<file path="config.mk">
export PLATFORM = sky130hd
export DESIGN_NAME = l2_arbiter
export DESIGN_NICKNAME = d
export VERILOG_FILES = /design/src/rtl/l2_arbiter_pkg.sv /design/src/rtl/l2_arbiter_control.sv /design/src/rtl/l2_arbiter.sv
export SDC_FILE = /design/constraint.sdc
export NUM_CORES = 1
export LEC_CHECK = 0
export ABC_AREA = 1
export BUFFER_PORTS_ARGS = -buffer_cell sky130_fd_sc_hd__buf_4
export CAP_MARGIN = 20
export CORE_AREA = 4 4 270 272
export DETAILED_ROUTE_END_ITERATION = 7
export DIE_AREA = 0 0 274 276
export GPL_TIMING_DRIVEN = 0
export PLACE_DENSITY_LB_ADDON = 0.05
export SYNTH_ARGS = -nofsm -noshare
export SYNTH_HDL_FRONTEND = slang
export SYNTH_HIERARCHICAL = 1
export SYNTH_SLANG_ARGS = --single-unit
</file>
<file path="constraint.sdc">
create_clock -name clk -period 2 [get_ports clk]
set_clock_uncertainty 0.05 [all_clocks]
set_input_delay 0.2 -clock clk [delete_from_list [all_inputs] [get_ports clk]]
set_output_delay 0.2 -clock clk [all_outputs]
set_load 0.03 [all_outputs]
</file>
<file path="src/rtl/l2_arbiter_pkg.sv">
// Shared LC-3b memory-side types used by the L1/L2 arbiter.
package l2_arbiter_pkg;
  typedef logic [15:0]  lc3b_word;
  typedef logic [127:0] lc3b_cacheline;

  typedef enum logic [1:0] {IDLE, SERVE_I, SERVE_D, DRAIN} lc3b_arb_state;
  typedef enum logic       {GRANT_I, GRANT_D}              lc3b_arb_grant;
endpackage

</file>
<file path="src/rtl/l2_arbiter_control.sv">
// Arbiter FSM: picks a requester in IDLE, waits for l2_resp, then holds a drain gap.
module l2_arbiter_control
  import l2_arbiter_pkg::*;
#(
  parameter int ROUND_ROBIN  = 1,
  parameter int DRAIN_CYCLES = 2
) (
  input  logic          clk,
  input  logic          rst_n,
  input  logic          i_req_i,
  input  logic          d_req_i,
  input  logic          l2_resp_i,
  output lc3b_arb_state state_o,
  output lc3b_arb_grant grant_o,
  output logic          load_o,
  output logic          clear_o,
  output logic          conflict_o
);
  lc3b_arb_state state_q, state_d;
  lc3b_arb_grant last_q, last_d, grant;
  logic [1:0]    cnt_q, cnt_d;
  logic          conflict_q, conflict_d;

  always_ff @(posedge clk or negedge rst_n) begin
    if (!rst_n) begin
      state_q    <= IDLE;
      last_q     <= GRANT_I;
      cnt_q      <= 2'd0;
      conflict_q <= 1'b0;
    end else begin
      state_q    <= state_d;
      last_q     <= last_d;
      cnt_q      <= cnt_d;
      conflict_q <= conflict_d;
    end
  end

  always_comb begin
    state_d    = state_q;
    last_d     = last_q;
    cnt_d      = cnt_q;
    conflict_d = 1'b0;
    grant      = GRANT_I;
    load_o     = 1'b0;
    clear_o    = 1'b0;
    unique case (state_q)
      IDLE: begin
        if (i_req_i || d_req_i) begin
          load_o = 1'b1;
          if (i_req_i && d_req_i) begin
            conflict_d = 1'b1;
            // Fixed-priority mode always favours the D-cache on a tie.
            grant = (ROUND_ROBIN != 0 && last_q == GRANT_D) ? GRANT_I : GRANT_D;
          end else begin
            grant = d_req_i ? GRANT_D : GRANT_I;
          end
          state_d = (grant == GRANT_D) ? SERVE_D : SERVE_I;
        end
      end
      SERVE_I, SERVE_D: begin
        if (l2_resp_i) begin
          clear_o = 1'b1;
          last_d  = (state_q == SERVE_D) ? GRANT_D : GRANT_I;
          cnt_d   = 2'(DRAIN_CYCLES - 1);
          state_d = DRAIN;
        end
      end
      DRAIN: begin
        if (cnt_q == 2'd0) state_d = IDLE;
        else               cnt_d   = cnt_q - 2'd1;
      end
      default: state_d = IDLE;
    endcase
  end

  assign state_o    = state_q;
  assign grant_o    = grant;
  assign conflict_o = conflict_q;
endmodule

</file>
<file path="src/rtl/l2_arbiter.sv">
// Shares the single L2 port between the I-cache and D-cache; request fields are latched at grant.
module l2_arbiter
  import l2_arbiter_pkg::*;
#(
  parameter int ROUND_ROBIN  = 1,
  parameter int DRAIN_CYCLES = 2
) (
  input  logic          clk,
  input  logic          rst_n,
  input  logic          i_read,
  input  lc3b_word      i_address,
  output logic          i_resp,
  output lc3b_cacheline i_rdata,
  input  logic          d_read,
  input  logic          d_write,
  input  lc3b_word      d_address,
  input  lc3b_cacheline d_wdata,
  output logic          d_resp,
  output lc3b_cacheline d_rdata,
  output logic          l2_read,
  output logic          l2_write,
  output lc3b_word      l2_address,
  output lc3b_cacheline l2_wdata,
  input  logic          l2_resp,
  input  lc3b_cacheline l2_rdata,
  output logic          conflict_inc
);
  lc3b_arb_state state;
  lc3b_arb_grant grant;
  logic          load, clear;
  logic          read_q, write_q;
  lc3b_word      addr_q;
  lc3b_cacheline wdata_q;

  l2_arbiter_control #(
    .ROUND_ROBIN (ROUND_ROBIN),
    .DRAIN_CYCLES(DRAIN_CYCLES)
  ) u_ctrl (
    .clk       (clk),
    .rst_n     (rst_n),
    .i_req_i   (i_read),
    .d_req_i   (d_read | d_write),
    .l2_resp_i (l2_resp),
    .state_o   (state),
    .grant_o   (grant),
    .load_o    (load),
    .clear_o   (clear),
    .conflict_o(conflict_inc)
  );

  always_ff @(posedge clk or negedge rst_n) begin
    if (!rst_n) begin
      read_q  <= 1'b0;
      write_q <= 1'b0;
      addr_q  <= '0;
      wdata_q <= '0;
    end else if (load) begin
      if (grant == GRANT_D) begin
        addr_q  <= d_address;
        wdata_q <= d_wdata;
        // Read+write together is illegal from the D-cache; the write wins.
        read_q  <= d_read & ~d_write;
        write_q <= d_write;
      end else begin
        addr_q  <= i_address;
        read_q  <= 1'b1;
        write_q <= 1'b0;
      end
    end else if (clear) begin
      read_q  <= 1'b0;
      write_q <= 1'b0;
    end
  end

  assign l2_read    = read_q;
  assign l2_write   = write_q;
  assign l2_address = addr_q;
  assign l2_wdata   = wdata_q;

  assign i_resp  = (state == SERVE_I) & l2_resp;
  assign d_resp  = (state == SERVE_D) & l2_resp;
  assign i_rdata = l2_rdata;
  assign d_rdata = l2_rdata;
endmodule

</file>
# Word level (Yosys, flattened, before mapping)
# Index checks and enable logic that the tools add are counted.
[totals] reg_bits=152 in_bits=294 out_inout_bits=405 word_cells=61
[classes] addsub=1 n_eq_ne=7 muxes=29 bitwise_logic=5 reduce_logical=11
[ops] operator="$mux 1" n=20
[ops] operator="$mux 16" n=1
[ops] operator="$mux 2" n=6
[ops] operator="$pmux 2 s3" n=1
[ops] operator="$reduce_and 3->1" n=2
[ops] operator="$eq 2x2->1 const B" n=2
[ops] operator="$logic_not 2->1" n=2
[ops] operator="$ne 2x1->1 const B" n=2
[ops] operator="$ne 2x2->1 const B" n=2
[ops] operator="$pmux 2 s2" n=1
[ops] operator="$reduce_and 2->1" n=2
[ops] operator="$reduce_bool 2->1" n=2
[ops] operator="$and 1x1->1" n=3
[ops] operator="$eq 2x1->1 const B" n=1
[ops] operator="$reduce_or 2->1" n=1
[ops] operator="$sub 2x1->2 const B" n=1
[ops] operator="$logic_and 1x1->1" n=1
[ops] operator="$logic_or 1x1->1" n=1
[ops] operator="$not 1->1" n=1
[ops] operator="$or 1x1->1" n=1

# Logic depth before layout (Yosys ltp)
[logic_depth] word_depth=9 depth_mapped=9 ltp_nobuf=8

# By module
# Netlist, hierarchy kept.
[by_module_without_submodules] mod="l2_arbiter" instances=1 cells_per_inst=963 area_each_um2=7968.9
[by_module_without_submodules] mod="l2_arbiter_control" instances=1 cells_per_inst=62 area_each_um2=419.2

# Worst setup path after synthesis
# No wires, ideal clock.
[synth_timing] path_type="reg2reg" from="register u_ctrl.state_q[0], in the netlist u_ctrl/state_o[0]" to="register wdata_q[117], in the netlist l2_wdata[117]" setup_ns=0.118 arrival_time_ns=1.386 path_slack_ns=0.446 stages_incl_launch_ff=10 n_path_buf=2 path_cell_list="dfrtp_1 -> inv_1 -> ha_1 -> inv_1 -> nor2_1 -> nand2_1 -> buf_2 -> buf_2 -> nand2_1 -> nand2_1"
[synth_via] elab_chain_len=3 elab_cells_between_ends=4
[synth_lines] item="from (decl)" line_no="l2_arbiter_control.sv:19" source="lc3b_arb_state state_q, state_d;"
[synth_lines] item="from (signal assigned)" line_no="l2_arbiter_control.sv:31" source="state_q <= state_d;"
[synth_lines] item="$logic_not 2->1" line_no="l2_arbiter_control.sv:46" source="unique case (state_q)"
[synth_lines] item="$mux 1" line_no="l2_arbiter_control.sv:46"
[synth_lines] item="via grant" line_no="l2_arbiter.sv:29" source="lc3b_arb_grant grant;"
[synth_lines] item="$reduce_and 2->1 (no source line)"
[synth_lines] item="to (signal assigned)" line_no="l2_arbiter.sv:60" source="wdata_q <= d_wdata;"
[synth_lines] item="to (decl)" line_no="l2_arbiter.sv:33" source="lc3b_cacheline wdata_q;"
# The timed path passes the listed nets, and every way through them passes these cells.
# A chain may end at the register's enable or synchronous reset.

# Worst setup path in the final report
[layout_timing] from="input d_read" to="register wdata_q[75], in the netlist l2_wdata[75]"
[layout_via] elab_cells_between_ends=12
[layout_lines] item="from (decl)" line_no="l2_arbiter.sv:14" source="input logic d_read,"
[layout_lines] item="$or 1x1->1" line_no="l2_arbiter.sv:42" source=".d_req_i (d_read | d_write),"
[layout_lines] item="$logic_or 1x1->1" line_no="l2_arbiter_control.sv:48" source="if (i_req_i || d_req_i) begin"
[layout_lines] item="$mux 1" line_no="l2_arbiter_control.sv:48"
[layout_lines] item="$mux 1" line_no="l2_arbiter_control.sv:46"
[layout_lines] item="via load" line_no="l2_arbiter.sv:30" source="logic load, clear;"
[layout_lines] item="$reduce_and 2->1 (no source line)"
# The timed path passes the listed nets, and every way through them passes these cells. The select of a mux whose other input is x is not followed.

==> impl_results.md <==
* Minimum period implied by the final worst setup slack at 1.868 ns
* Wire length of the first global-routing pass at 63,540 um
* Multi-input combinational cell area at 2218 um^2
* Boundary pin count at 699
* Data required time of the worst path at about 2.4 ns
* CTS Buffer Depth at 2
* Crit path cell chain: dlygate4sd3_1 -> buf_4 -> or2_2 -> nor2_2 -> nor2_4 -> nand2_1 -> buf_12 -> clkbuf_4 -> nand2_1 -> nand2_1
* Number of routed nets with antenna violations at 0
* Placer congestion estimate at 0.6942
* Maximum clock frequency at about 540 MHz
* Pin count of the biggest net entering global routing at 84
* Clock tree from TritonCTS: yes
* Vert. Die Dim at 276 um
* Total grt overflow at 0
* Initial Utilization at 11.86%
* Proportion of layout cells with a drive suffix above 1 at 51.11%
* Worst setup timing slack at the placement stage at -0.3555 ns
* Final worst hold slack at between 0.04 and 0.05 ns
* Number of clock sinks at 152
* Fin. Hold Viols at 0
* RSZ-0062 raised after global routing: yes
* Critical path class: primary input to register
* Detailed-route via count at ~8,900
* Most congested layer reported by global routing: met2
* Dominant delay contributor by cell family on the critical path: buffers and inverters
* Depth of the critical timing path with buffers and inverters included at 10
* H-Tree Level Count at 4
* Clock edge transition at the registers on the reported setup and hold paths at 0.07 ns
* Power Density at 1307 nW/um^2
* Sequential fraction of the synthesis area at 45.35%
* Reg2reg setup slack at 0.15 ns
* Final WL at 43,090 um
* Synthesized instance count at about 1,000
* Core Box Area at 70,750 um^2
* Netlist cell types at 17
* Rows at between 90 and 100
* Worst-Margin Slew at 0.6679 ns
* Number of synthesized register bits at 152
* Clock Tree Root: sky130_fd_sc_hd__clkbuf_16
* Finish-stage setup viols at 0
* Count of max-cap constraint violations at 0
* Number of slew-limit violations in the final report at 0
* Average via count per standard cell at ~3.2
* Fillcell total at 8,019
* Worst-case reg-to-reg path depth at 9
* Run status: finished, final reports clean
* Final non-filler cell total at ~2,700
* Capturing instance or port of the critical path: l2_wdata[75]
* Highest-delay cell along the critical path: sky130_fd_sc_hd__dlygate4sd3_1
* Path type of the worst min-delay path: primary input to register
* Mapped Avg Cell Area at approximately 8 um^2
* Period utilisation layout at about 93%
* Total power after layout at 21.22 mW
* Post-synthesis cell area at roughly 8400 um^2
* Cell repeated most along the worst path: sky130_fd_sc_hd__nand2_1
* Number of search-and-repair iterations in the first detailed-routing pass at 5
* Vias in the first global route at just under 10,000
* Worst Path Max Fanout at 10
* Launching instance or port of the critical path: d_read
* Met2 track demand over resource in global routing at 21.19%
* Floorplan die width at approximately 270 um
* Placed Instances at 2,546
* WP buf/inv at 4
* Insertion delay of the later-clocked pin in the worst-skew pair at between 0.4 and 0.5 ns
* Net count after synthesis at 1,324
* Initial antenna violation count at 1
* DR DRC count at 0
* Clock buffer count from CTS at 17
* Warnings from Yosys at 6
* Buffers added on ports at 570
* Met3 usage in global routing at 3.341%
* Worst flop-to-flop path endpoint: l2_wdata[75]
* Max transition margin at between 50% and 60%
* Total die area at 75,620 um^2
* Setup slack after layout at 0.1318 ns
* IR drop worst, VDD at around 0.55 mV
* Startpoint type of the worst setup path: primary input
* Number of DRC violations after detailed-routing iteration 0 at 236
* Half-perimeter wire length after detailed placement at approximately 34,000 um
* Util after Layout at 22.94%
* Wire per inst at ~16 um
* Count of nets after finishing at 2,080
* Overall global routing resource usage at 11.28%
* Worst path max stage delay at 0.56 ns
* Launch instance of the worst register-to-register path: u_ctrl/state_o[0]
* Data arrival, critical path at 2.23 ns
* Met1 global-route usage at 12.19%
* Static leakage power at 8.757 nW
* Worst setup EP type: register
* FF/Latch Area at 3805 um^2
* Layout overhead on the synthesized area at 93.50%
through the flow:
step	cell area, um^2	setup TNS, ns
2_1_floorplan	8388	0
3_3_place_gp	13860	-115.56
3_5_place_dp	13890	-21.70
4_1_cts	16150	-0.06239
5_1_grt	16230	-0.006643
6_report	16230	0
layout by cell type, fill, tap and decap left out:
| cell type | instances |
|---|---|
| sky130_fd_sc_hd__clkbuf_4 | 12 |
| sky130_fd_sc_hd__dfrtp_2 | 1 |
| sky130_fd_sc_hd__nand2_2 | 1 |
| sky130_fd_sc_hd__inv_2 | 3 |
| sky130_fd_sc_hd__clkinv_2 | 4 |
| sky130_fd_sc_hd__nor3_1 | 1 |
| sky130_fd_sc_hd__clkbuf_8 | 1 |
| sky130_fd_sc_hd__ha_1 | 5 |
| sky130_fd_sc_hd__nand3_1 | 148 |
| sky130_fd_sc_hd__o21ai_0 | 2 |
| sky130_fd_sc_hd__dlygate4sd3_1 | 164 |
| sky130_fd_sc_hd__nor2_4 | 2 |
| sky130_fd_sc_hd__or2_1 | 1 |
| sky130_fd_sc_hd__buf_6 | 8 |
| sky130_fd_sc_hd__nand2_1 | 354 |
| sky130_fd_sc_hd__buf_12 | 3 |
| sky130_fd_sc_hd__inv_1 | 45 |
| sky130_fd_sc_hd__buf_16 | 1 |
| sky130_fd_sc_hd__dfrtp_1 | 151 |
| sky130_fd_sc_hd__diode_2 | 1 |
| sky130_fd_sc_hd__buf_8 | 2 |
| sky130_fd_sc_hd__or2_2 | 1 |
| sky130_fd_sc_hd__clkbuf_2 | 1 |
| sky130_fd_sc_hd__inv_6 | 2 |
| sky130_fd_sc_hd__nor2_1 | 3 |
| sky130_fd_sc_hd__bufinv_16 | 1 |
| sky130_fd_sc_hd__clkbuf_1 | 3 |
| sky130_fd_sc_hd__clkbuf_16 | 17 |
| sky130_fd_sc_hd__buf_4 | 835 |
| sky130_fd_sc_hd__buf_2 | 15 |
| sky130_fd_sc_hd__clkinvlp_4 | 4 |
| sky130_fd_sc_hd__nor2_2 | 3 |
synth_stat cells (all sizes together):
| library cell | n | area [um^2] |
|---|---|---|
| o21ai | 2 | 10.01 |
| ha | 5 | 62.56 |
| clkbuf | 1 | 3.750 |
| buf | 303 | 2200 |
| nand2 | 355 | 1335 |
| or2 | 2 | 12.52 |
| nor2 | 8 | 35.03 |
| nand3 | 148 | 740.7 |
| nor3 | 1 | 5.000 |
| dfrtp | 152 | 3804 |
| inv | 48 | 180.2 |
registers in the layout, indices dropped and copies added (netlist names):
signal             flops
l2_write               1
u_ctrl/cnt_q           2
l2_wdata             128
u_ctrl/conflict_o      1
l2_address            16
u_ctrl/last_q          1
u_ctrl/state_o         2
l2_read                1
routing by layer:
| metal | up-vias | share of wire, % |
|---|---|---|
| met3 | 23 | 6.8 |
| met5 | - | 0.030 |
| met4 | 2 | 1.2 |
| met1 | 4137 | 37 |
| met2 | 296 | 55 |
| li1 | 4430 | - |
tightest hold or removal path: stages:
cell                      delay [ns]
sky130_fd_sc_hd__buf_4          0.08
sky130_fd_sc_hd__inv_1          0.03
sky130_fd_sc_hd__nand2_1        0.09
sky130_fd_sc_hd__nand3_1        0.08
sky130_fd_sc_hd__nand2_1        0.06
report_power, final:
group | internal (mW) | switching [mW]
sequential | 4.61 | 0.840
clock | 1.74 | 1.56
combinational | 4.48 | 7.99
total | 10.8 | 10.4
what timing repair did:
item                                    4_1_cts  5_1_grt
resized for setup                            15       28
cloned                                        0        0
hold endpoints to repair                    217        0
endpoints found under the setup margin      146      124
hold buffers                                164        0
pin swaps                                     0        0
setup buffers                                 3        0
cell families (layout without fill, tap and decap cells):
family / count (synthesis) / in the layout / share of synthesized area (%)
AOI/OAI and AO/OA: 2 / 2 / 0.1193
buffers and inverters: 352 / 1121 / 28.42
other: 0 / 1 / 0
adders and majority gates: 5 / 5 / 0.7458
and+or+nand+nor: 514 / 514 / 25.37
DFF: 152 / 152 / 45.35
cell type report:
cell class / count / area share [%]
antenna: 1 / 0.01542
buffer: 303 / 14.15
clock buffer: 21 / 2.775
clock inverter: 11 / 0.6013
inverter: 48 / 1.110
multi-input combinational: 521 / 13.67
sequential: 152 / 23.44
tap: 950 / 7.323
timing repair buffer: 738 / 36.91
how the worst min path moves through the flow:
stage / cells past startpoint / startpoint / slack, ns / end
after floorplan: 0 / rst_n / -0.15 / l2_address[0]
after global placement: 3 / d_wdata[93] / 0.38 / l2_wdata[93]
after detailed placement: 1 / rst_n / 0.19 / l2_wdata[59]
after CTS: 5 / d_address[0] / 0.02 / l2_address[0]
after global routing: 5 / d_address[0] / 0.03 / l2_address[0]
final: 5 / d_address[0] / 0.05 / l2_address[0]
No activity file was read; power rests on OpenSTA's default activity.
